[config.mk]
export PLATFORM = sky130hd
export DESIGN_NAME = wb_rr_arbiter
export DESIGN_NICKNAME = d
export VERILOG_FILES = /design/src/rtl/wb_arb_pkg.sv /design/src/rtl/wb_rr_arbiter_pick.sv /design/src/rtl/wb_rr_arbiter.sv
export SDC_FILE = /design/constraint.sdc
export NUM_CORES = 1
export LEC_CHECK = 0
export BUFFER_PORTS_ARGS = -buffer_cell sky130_fd_sc_hd__buf_4
export CAP_MARGIN = 15
export CORE_ASPECT_RATIO = 0.8
export CORE_MARGIN = 2
export CORE_UTILIZATION = 30
export CTS_CLUSTER_SIZE = 14
export DETAILED_ROUTE_END_ITERATION = 10
export PLACE_DENSITY = 0.67
export SLEW_MARGIN = 40
export SYNTH_ARGS = -nofsm -noshare
export SYNTH_HDL_FRONTEND = slang
export SYNTH_SLANG_ARGS = --single-unit
[constraint.sdc]
create_clock -name clk_i -period 1.8 [get_ports clk_i]
set_clock_uncertainty 0.15 [all_clocks]
set_input_delay 0.18 -clock clk_i [delete_from_list [all_inputs] [get_ports clk_i]]
set_output_delay 0.18 -clock clk_i [all_outputs]
set_load 0.02 [all_outputs]
[src/rtl/wb_arb_pkg.sv]
// Shared types and helpers for the Wishbone round-robin arbiter.
//   arb_state_t : arbiter FSM state (IDLE, OWNED)
//   rr_pick_t   : result of a round-robin search (valid flag + winner index)
//   idx_width() : index width for a given controller count ($clog2, min 1)
//   rr_next()   : round-robin search over up to MAX_CTRL requesters
package wb_arb_pkg;

  localparam int MAX_CTRL  = 16;
  localparam int MAX_IDX_W = 4;

  typedef enum logic {
    IDLE  = 1'b0,
    OWNED = 1'b1
  } arb_state_t;

  typedef struct packed {
    logic                 valid;
    logic [MAX_IDX_W-1:0] idx;
  } rr_pick_t;

  function automatic int idx_width(input int n);
    return (n > 1) ? $clog2(n) : 1;
  endfunction

  // Search starts at last+1 and wraps modulo n; 'last' itself is visited
  // at the very end, so a previous owner that re-requests gets the lowest
  // priority. Bits set in 'exclude' never win.
  function automatic rr_pick_t rr_next(input logic [MAX_CTRL-1:0]  req,
                                       input logic [MAX_IDX_W-1:0] last,
                                       input logic [MAX_CTRL-1:0]  exclude,
                                       input int                   n);
    rr_pick_t             r;
    logic [MAX_CTRL-1:0]  m;
    int                   c;
    r = '0;
    m = req & ~exclude;
    for (int i = 1; i <= MAX_CTRL; i++) begin
      if (i <= n) begin
        c = (int'(last) + i) % n;
        if (!r.valid && m[c[MAX_IDX_W-1:0]]) begin
          r.valid = 1'b1;
          r.idx   = c[MAX_IDX_W-1:0];
        end
      end
    end
    return r;
  endfunction

endpackage

[src/rtl/wb_rr_arbiter_pick.sv]
// Purely combinational round-robin priority picker.
//   req_i   : request vector
//   last_i  : index of the most recent winner (search starts just after it)
//   excl_i  : requesters that may not win this time
//   grant_o : one-hot winner (zero when nothing eligible)
//   idx_o   : winner index
//   valid_o : a winner exists
module wb_rr_pick
  import wb_arb_pkg::*;
#(
  parameter int NUM_CTRL = 4,
  parameter int IDX_W    = idx_width(NUM_CTRL)
) (
  input  logic [NUM_CTRL-1:0] req_i,
  input  logic [IDX_W-1:0]    last_i,
  input  logic [NUM_CTRL-1:0] excl_i,
  output logic [NUM_CTRL-1:0] grant_o,
  output logic [IDX_W-1:0]    idx_o,
  output logic                valid_o
);

  logic [MAX_CTRL-1:0]  req_w;
  logic [MAX_CTRL-1:0]  excl_w;
  logic [MAX_IDX_W-1:0] last_w;
  rr_pick_t             pick;
  logic                 unused_idx_hi;

  always_comb begin
    req_w                  = '0;
    excl_w                 = '0;
    last_w                 = '0;
    req_w[NUM_CTRL-1:0]    = req_i;
    excl_w[NUM_CTRL-1:0]   = excl_i;
    last_w[IDX_W-1:0]      = last_i;
    pick                   = rr_next(req_w, last_w, excl_w, NUM_CTRL);
    valid_o                = pick.valid;
    idx_o                  = pick.idx[IDX_W-1:0];
    grant_o                = '0;
    if (pick.valid) grant_o[idx_o] = 1'b1;
  end

  // Upper index bits are always zero for small NUM_CTRL.
  assign unused_idx_hi = ^pick.idx;

endmodule

[src/rtl/wb_rr_arbiter.sv]
// Round-robin arbiter sharing one Wishbone classic device port between
// NUM_CTRL upstream controllers. The owner keeps the bus until it drops cyc;
// handoff to the next requester has no idle cycle.
//   clk_i, rst_i             : clock, synchronous active-high reset
//   ctrl_cyc_i/stb_i/dat_i   : per-controller request (dat packed k*DW +: DW)
//   ctrl_ack_o / ctrl_stall_o: ack to owner only; non-owners see stall=cyc
//   dev_cyc_o/stb_o/dat_o    : routed owner request to the device
//   dev_ack_i / dev_stall_i  : device response
//   grant_o                  : registered one-hot owner, zero when idle
//   timeout_o                : watchdog revoke pulse (WB_ARB_TIMEOUT_EN only)
// Optional feature macro: WB_ARB_TIMEOUT_EN (watchdog on stalled owners).
module wb_rr_arbiter
  import wb_arb_pkg::*;
#(
  parameter int NUM_CTRL   = 4,
  parameter int DATA_WIDTH = 8,
  parameter int TIMEOUT    = 64
) (
  input  logic                           clk_i,
  input  logic                           rst_i,
  input  logic [NUM_CTRL-1:0]            ctrl_cyc_i,
  input  logic [NUM_CTRL-1:0]            ctrl_stb_i,
  input  logic [NUM_CTRL*DATA_WIDTH-1:0] ctrl_dat_i,
  output logic [NUM_CTRL-1:0]            ctrl_ack_o,
  output logic [NUM_CTRL-1:0]            ctrl_stall_o,
  output logic                           dev_cyc_o,
  output logic                           dev_stb_o,
  output logic [DATA_WIDTH-1:0]          dev_dat_o,
  input  logic                           dev_ack_i,
  input  logic                           dev_stall_i,
  output logic [NUM_CTRL-1:0]            grant_o
`ifdef WB_ARB_TIMEOUT_EN
  ,
  output logic                           timeout_o
`endif
);

  localparam int IDX_W = idx_width(NUM_CTRL);

  arb_state_t           state_q, state_d;
  logic [IDX_W-1:0]     owner_q, owner_d;
  logic [IDX_W-1:0]     last_q,  last_d;
  logic [NUM_CTRL-1:0]  grant_q, grant_d;

  logic [NUM_CTRL-1:0]  pick_gnt;
  logic [IDX_W-1:0]     pick_idx;
  logic                 pick_vld;
  logic [IDX_W-1:0]     pick_last;
  logic                 owner_cyc;
  logic                 owned_act;
  logic                 wd_hit;

  assign owner_cyc = ctrl_cyc_i[owner_q];

  // While owned, the search starts after the current owner and excludes it
  // (grant_q is its one-hot); in IDLE grant_q is zero so nothing is excluded.
  assign pick_last = (state_q == OWNED) ? owner_q : last_q;

  wb_rr_pick #(
    .NUM_CTRL (NUM_CTRL),
    .IDX_W    (IDX_W)
  ) u_pick (
    .req_i   (ctrl_cyc_i),
    .last_i  (pick_last),
    .excl_i  (grant_q),
    .grant_o (pick_gnt),
    .idx_o   (pick_idx),
    .valid_o (pick_vld)
  );

`ifdef WB_ARB_TIMEOUT_EN
  localparam int CNT_W = ($clog2(TIMEOUT + 1) > 7) ? $clog2(TIMEOUT + 1) : 7;

  logic [CNT_W-1:0] wd_cnt_q, wd_cnt_d;

  // The revoke cycle is the one in which the count has reached TIMEOUT.
  assign wd_hit    = (state_q == OWNED) && (wd_cnt_q >= CNT_W'(TIMEOUT));
  assign timeout_o = wd_hit;

  // Counts owned cycles with a strobe waiting for ack; any ack, cyc drop,
  // revoke or idle period starts it over.
  always_comb begin
    wd_cnt_d = '0;
    if (state_q == OWNED && !wd_hit && owner_cyc && dev_stb_o && !dev_ack_i)
      wd_cnt_d = wd_cnt_q + 1'b1;
  end

  always_ff @(posedge clk_i) begin
    if (rst_i) wd_cnt_q <= '0;
    else       wd_cnt_q <= wd_cnt_d;
  end
`else
  logic unused_timeout;
  assign wd_hit         = 1'b0;
  assign unused_timeout = (TIMEOUT > 0);
`endif

  // Routing is suppressed during reset so no ack leaks through, and during
  // the revoke cycle so the device never sees the revoked controller again.
  assign owned_act = (state_q == OWNED) && !rst_i && !wd_hit;

  always_comb begin
    dev_cyc_o    = 1'b0;
    dev_stb_o    = 1'b0;
    dev_dat_o    = '0;
    ctrl_ack_o   = '0;
    ctrl_stall_o = ctrl_cyc_i;
    if (owned_act) begin
      dev_cyc_o             = owner_cyc;
      dev_stb_o             = ctrl_stb_i[owner_q];
      dev_dat_o             = ctrl_dat_i[int'(owner_q)*DATA_WIDTH +: DATA_WIDTH];
      ctrl_ack_o[owner_q]   = dev_ack_i;
      ctrl_stall_o[owner_q] = dev_stall_i;
    end
    if (wd_hit) ctrl_stall_o[owner_q] = 1'b1;
  end

  always_comb begin
    state_d = state_q;
    owner_d = owner_q;
    last_d  = last_q;
    grant_d = grant_q;
    case (state_q)
      IDLE: begin
        if (pick_vld) begin
          state_d = OWNED;
          owner_d = pick_idx;
          grant_d = pick_gnt;
        end
      end
      OWNED: begin
        if (wd_hit) begin
          state_d = IDLE;
          last_d  = owner_q;
          grant_d = '0;
        end else if (!owner_cyc) begin
          last_d = owner_q;
          if (pick_vld) begin
            owner_d = pick_idx;
            grant_d = pick_gnt;
          end else begin
            state_d = IDLE;
            grant_d = '0;
          end
        end
      end
      default: begin
        state_d = IDLE;
        grant_d = '0;
      end
    endcase
  end

  // last resets to NUM_CTRL-1 so controller 0 is first in line.
  always_ff @(posedge clk_i) begin
    if (rst_i) begin
      state_q <= IDLE;
      owner_q <= '0;
      last_q  <= IDX_W'(NUM_CTRL - 1);
      grant_q <= '0;
    end else begin
      state_q <= state_d;
      owner_q <= owner_d;
      last_q  <= last_d;
      grant_q <= grant_d;
    end
  end

  assign grant_o = grant_q;

endmodule

==> out/results.tsv <==
stage	metric	value	unit
min_path	Hold Path Class	input port to register	
yosys	number of distinct standard cells referenced by the synthesized netlist	35	
global_routing	sum of overflow across all layers after global routing	0	
yosys	asr flop ratio synth	0	
placed_design	placed instance area	0.00152	mm2
yosys	Synth area leaders	sky130_fd_sc_hd__mux4_2, sky130_fd_sc_hd__dfxtp_1, sky130_fd_sc_hd__and2_1	
pwr	switching fraction of total power	0.378	
yosys	largest area contributor in the synthesized netlist	sky130_fd_sc_hd__mux4_2	
sta	final worst-path cycle share	1.02	
detailed_routing	average vias per placed instance	5.02	
detailed_routing	initial detailed-routing violation count	19	
worst_setup_path	crit path max fanout	5	
pwr	switching power of the nets	683	uW
status	result of the run	finished with violations	
sta	Fin Hold WS	289	ps
global_routing	vias in the first global route	1014	
pwr	share of total power in combinational logic	0.685	
sta	time the worst path needs with I/O delays and setup	1840	ps
die	DIE AREA	0.00360	mm2
pwr	share of power burned in the clock network	0.127	
clock_tree	Sink Count	9	
finish	Final Instance Area	0.00176	mm2
finish	Area growth, synth to finish	87.4	%
pwr	Worst VDD drop	0.699	mV
clock_tree	number of buffers created by CTS	3	
pwr	share of total power in sequential cells	0.188	
die	Rows	18	
placed_design	worst setup slack after placement	50.4	ps
clock_tree	clock input transition at the sequential cells of the worst setup and hold paths	40	ps
yosys	EDFF count, synth	0	
global_routing	first-pass GRT wire length	4660	um
detailed_routing	count of TritonRoute iterations in the first routing pass	4	
detailed_routing	detailed-route via count	1070	
finish	Net count, final	218	
placed_design	number of input and output port buffers inserted	65	
sta	crit path setup slack, layout	-38.9	ps
clock_tree	maximum count of clock buffers along a single path	2	
die	vertical die dimension	54.1	um
worst_setup_path	Arr. time, crit path	1510	ps
pwr	Power Density	1020	mW/mm2
global_routing	antenna violations before repair	0	
detailed_routing	remaining design rule violation count	0	
die	number of placed I/O pins	66	
clock_tree	clock insertion delay at the later pin of the skew report	230	ps
sta	fin. max-slew vios	0	
placed_design	hpwl dp	2570	um
status	violations in the final reports	negative setup slack	
global_routing	maximum number of pins on one net before global-route repair	11	
finish	layout cells sized above 1	0.688	
sta	number of hold violations in the final report	0	
worst_setup_path	startpoint type of the worst setup path	register	
placed_design	routability congestion estimate from global placement	0.848	
clock_tree	H-tree level count	1	
die	die boundary width	66.6	um
finish	final design utilization	0.580	
die	area of the core	0.00304	mm2
yosys	Most used DFF post-synth	sky130_fd_sc_hd__dfxtp_1	
sta	unrepaired setup endpoints after global routing	true	
die	initial core utilization	0.309	
global_routing	overall track demand over capacity in global routing	0.173	
yosys	post-synthesis cell count	98	
worst_setup_path	critical path capture point type	primary output	
job	count of maximum capacitance violations	0	
finish	count of antenna diodes in the layout	0	
detailed_routing	sum of routed wire length over all layers	3260	um
clock_tree	CTS Root Buffer Type	sky130_fd_sc_hd__clkbuf_8	
detailed_routing	post-DR wirelength/cell	15.3	um
sta	relative max-transition margin	0.775	
worst_setup_path	type of the setup path with the least slack	register to primary output	
clock_tree	TritonCTS clock tree	done	
sta	Max Freq	544	MHz
worst_setup_path	critical path data required time	1470	ps
yosys	post-synth top area share	0.239	
sta	final setup violating endpoints	9	
yosys	number of nets produced by synthesis	142	
detailed_routing	Detail Route Antenna Nets	0	
sta	slew at the pin closest to its max-slew limit	334	ps
pwr	Pleak	0.000802	uW
yosys	Syn Area/Cell	9.60	um2
yosys	flops & latches, synth	9	
yosys	register area share after synthesis	0.191	
yosys	count of synthesis-stage warnings from yosys	0	
pwr	cell-internal power	1120	uW
yosys	post-synthesis instance area	941	um2
## final timing paths
| check | slack, ps | cells after the start | startpoint | end |
|---|---|---|---|---|
| hold reg to reg | 360 | 2 | grant_o[3]$_SDFFE_PP0P_ | grant_o[3]$_SDFFE_PP0P_ |
| hold / removal | 290 | 4 | rst_i | last_q[1]$_SDFFE_PP1P_ |
| setup / recovery | -40 | 4 | owner_q[0]$_SDFFE_PP0P_ | dev_dat_o[0] |
| setup reg to reg | 60 | 5 | owner_q[1]$_SDFFE_PP0P_ | grant_o[0]$_SDFFE_PP0P_ |
## area by class of cell
class                   count  area [um2]
fillers                   275        1280
multi-input cells          81         800
repair buffers             77         669
flip-flops and latches      9         191
well taps                  40        50.0
clock buffers               4        45.0
inverters                   2        7.51
## cells in the final DEF, fill, tap and decap left out, types with 2 or more instances in the layout
master	instances
sky130_fd_sc_hd__mux2i_1	3
sky130_fd_sc_hd__nand2_1	6
sky130_fd_sc_hd__nor2_1	6
sky130_fd_sc_hd__nand3_1	2
sky130_fd_sc_hd__clkbuf_8	3
sky130_fd_sc_hd__o21ai_1	2
sky130_fd_sc_hd__nor2b_1	4
sky130_fd_sc_hd__nor3_1	2
sky130_fd_sc_hd__mux2_4	3
sky130_fd_sc_hd__buf_4	59
sky130_fd_sc_hd__and2_4	10
sky130_fd_sc_hd__buf_6	15
sky130_fd_sc_hd__dfxtp_4	3
sky130_fd_sc_hd__nand2b_1	5
sky130_fd_sc_hd__mux4_2	10
sky130_fd_sc_hd__and2_1	3
sky130_fd_sc_hd__dfxtp_1	6
sky130_fd_sc_hd__nand2b_4	3
## per-stage QoR
step | std cells | power (uW) | setup TNS [ps]
2_1_floorplan | 98 | 999 | 0
3_3_place_gp | 206 | 1320 | 0
3_5_place_dp | 206 | 1350 | 0
4_1_cts | 213 | 1760 | -363
5_1_grt | 213 | 1920 | -746
6_report | 213 | 1810 | -239
## cells by family (layout without fill, tap and decap cells)
kind of cell,count (synthesis),in the layout,synth area share
AO/OA/AOI/OAI,13,13,0.132
buffers and inverters,8,83,0.0492
flip-flops,9,9,0.191
multiplexers,18,18,0.334
AND/OR/NAND/NOR,50,50,0.294
## flip-flops by register name (all words and copies together), names as in the netlist
signal,count
last_q,2
grant_o,4
owner_q,2
state_q,1
## cells in the mapped netlist (2+ instances only)
cell type	count
sky130_fd_sc_hd__and2_1	13
sky130_fd_sc_hd__mux2i_1	3
sky130_fd_sc_hd__nand3_1	2
sky130_fd_sc_hd__nor3_1	3
sky130_fd_sc_hd__dfxtp_1	9
sky130_fd_sc_hd__nor2b_1	5
sky130_fd_sc_hd__nand2b_1	7
sky130_fd_sc_hd__nand2_1	7
sky130_fd_sc_hd__nor2_1	8
sky130_fd_sc_hd__o21ai_1	2
sky130_fd_sc_hd__mux4_2	10
sky130_fd_sc_hd__clkbuf_1	2
sky130_fd_sc_hd__buf_4	2
sky130_fd_sc_hd__mux2_2	4
## worst max-delay path: stages (launching register included)
cell                      delay, ps
sky130_fd_sc_hd__dfxtp_4        390
sky130_fd_sc_hd__buf_12         130
sky130_fd_sc_hd__mux4_2         490
sky130_fd_sc_hd__and2_4         150
sky130_fd_sc_hd__buf_6          120
## repair_timing
action,4_1_cts,5_1_grt
buffers inserted,1,0
hold buffers,1,0
resized for setup,30,15
gates cloned,1,0
hold endpoints to repair,1,0
pin swaps,10,4
setup endpoints to repair,14,19
## power by group through the flow
stage | sequential [uW] | combinational [uW] | clock [uW]
finish | 339 | 1240 | 230
global route | 351 | 1320 | 252
CTS | 334 | 1190 | 238
detailed placement | 315 | 1030 | 0
global placement | 312 | 1010 | 0
floorplan | 318 | 681 | 0
## per-layer routing
| metal | routed length, um | vias to the layer above | share of wire | global-route usage |
|---|---|---|---|---|
| met3 | 417 | 4 | 0.13 | 0.0690 |
| met4 | 26 | 0 | 0.0080 | 0.0306 |
| met1 | 1180 | 506 | 0.36 | 0.188 |
| li1 | - | 512 | - | - |
| met5 | 0 | - | 0 | 0 |
| met2 | 1640 | 48 | 0.50 | 0.327 |
Note: power is estimated with default switching activity, not from simulation.
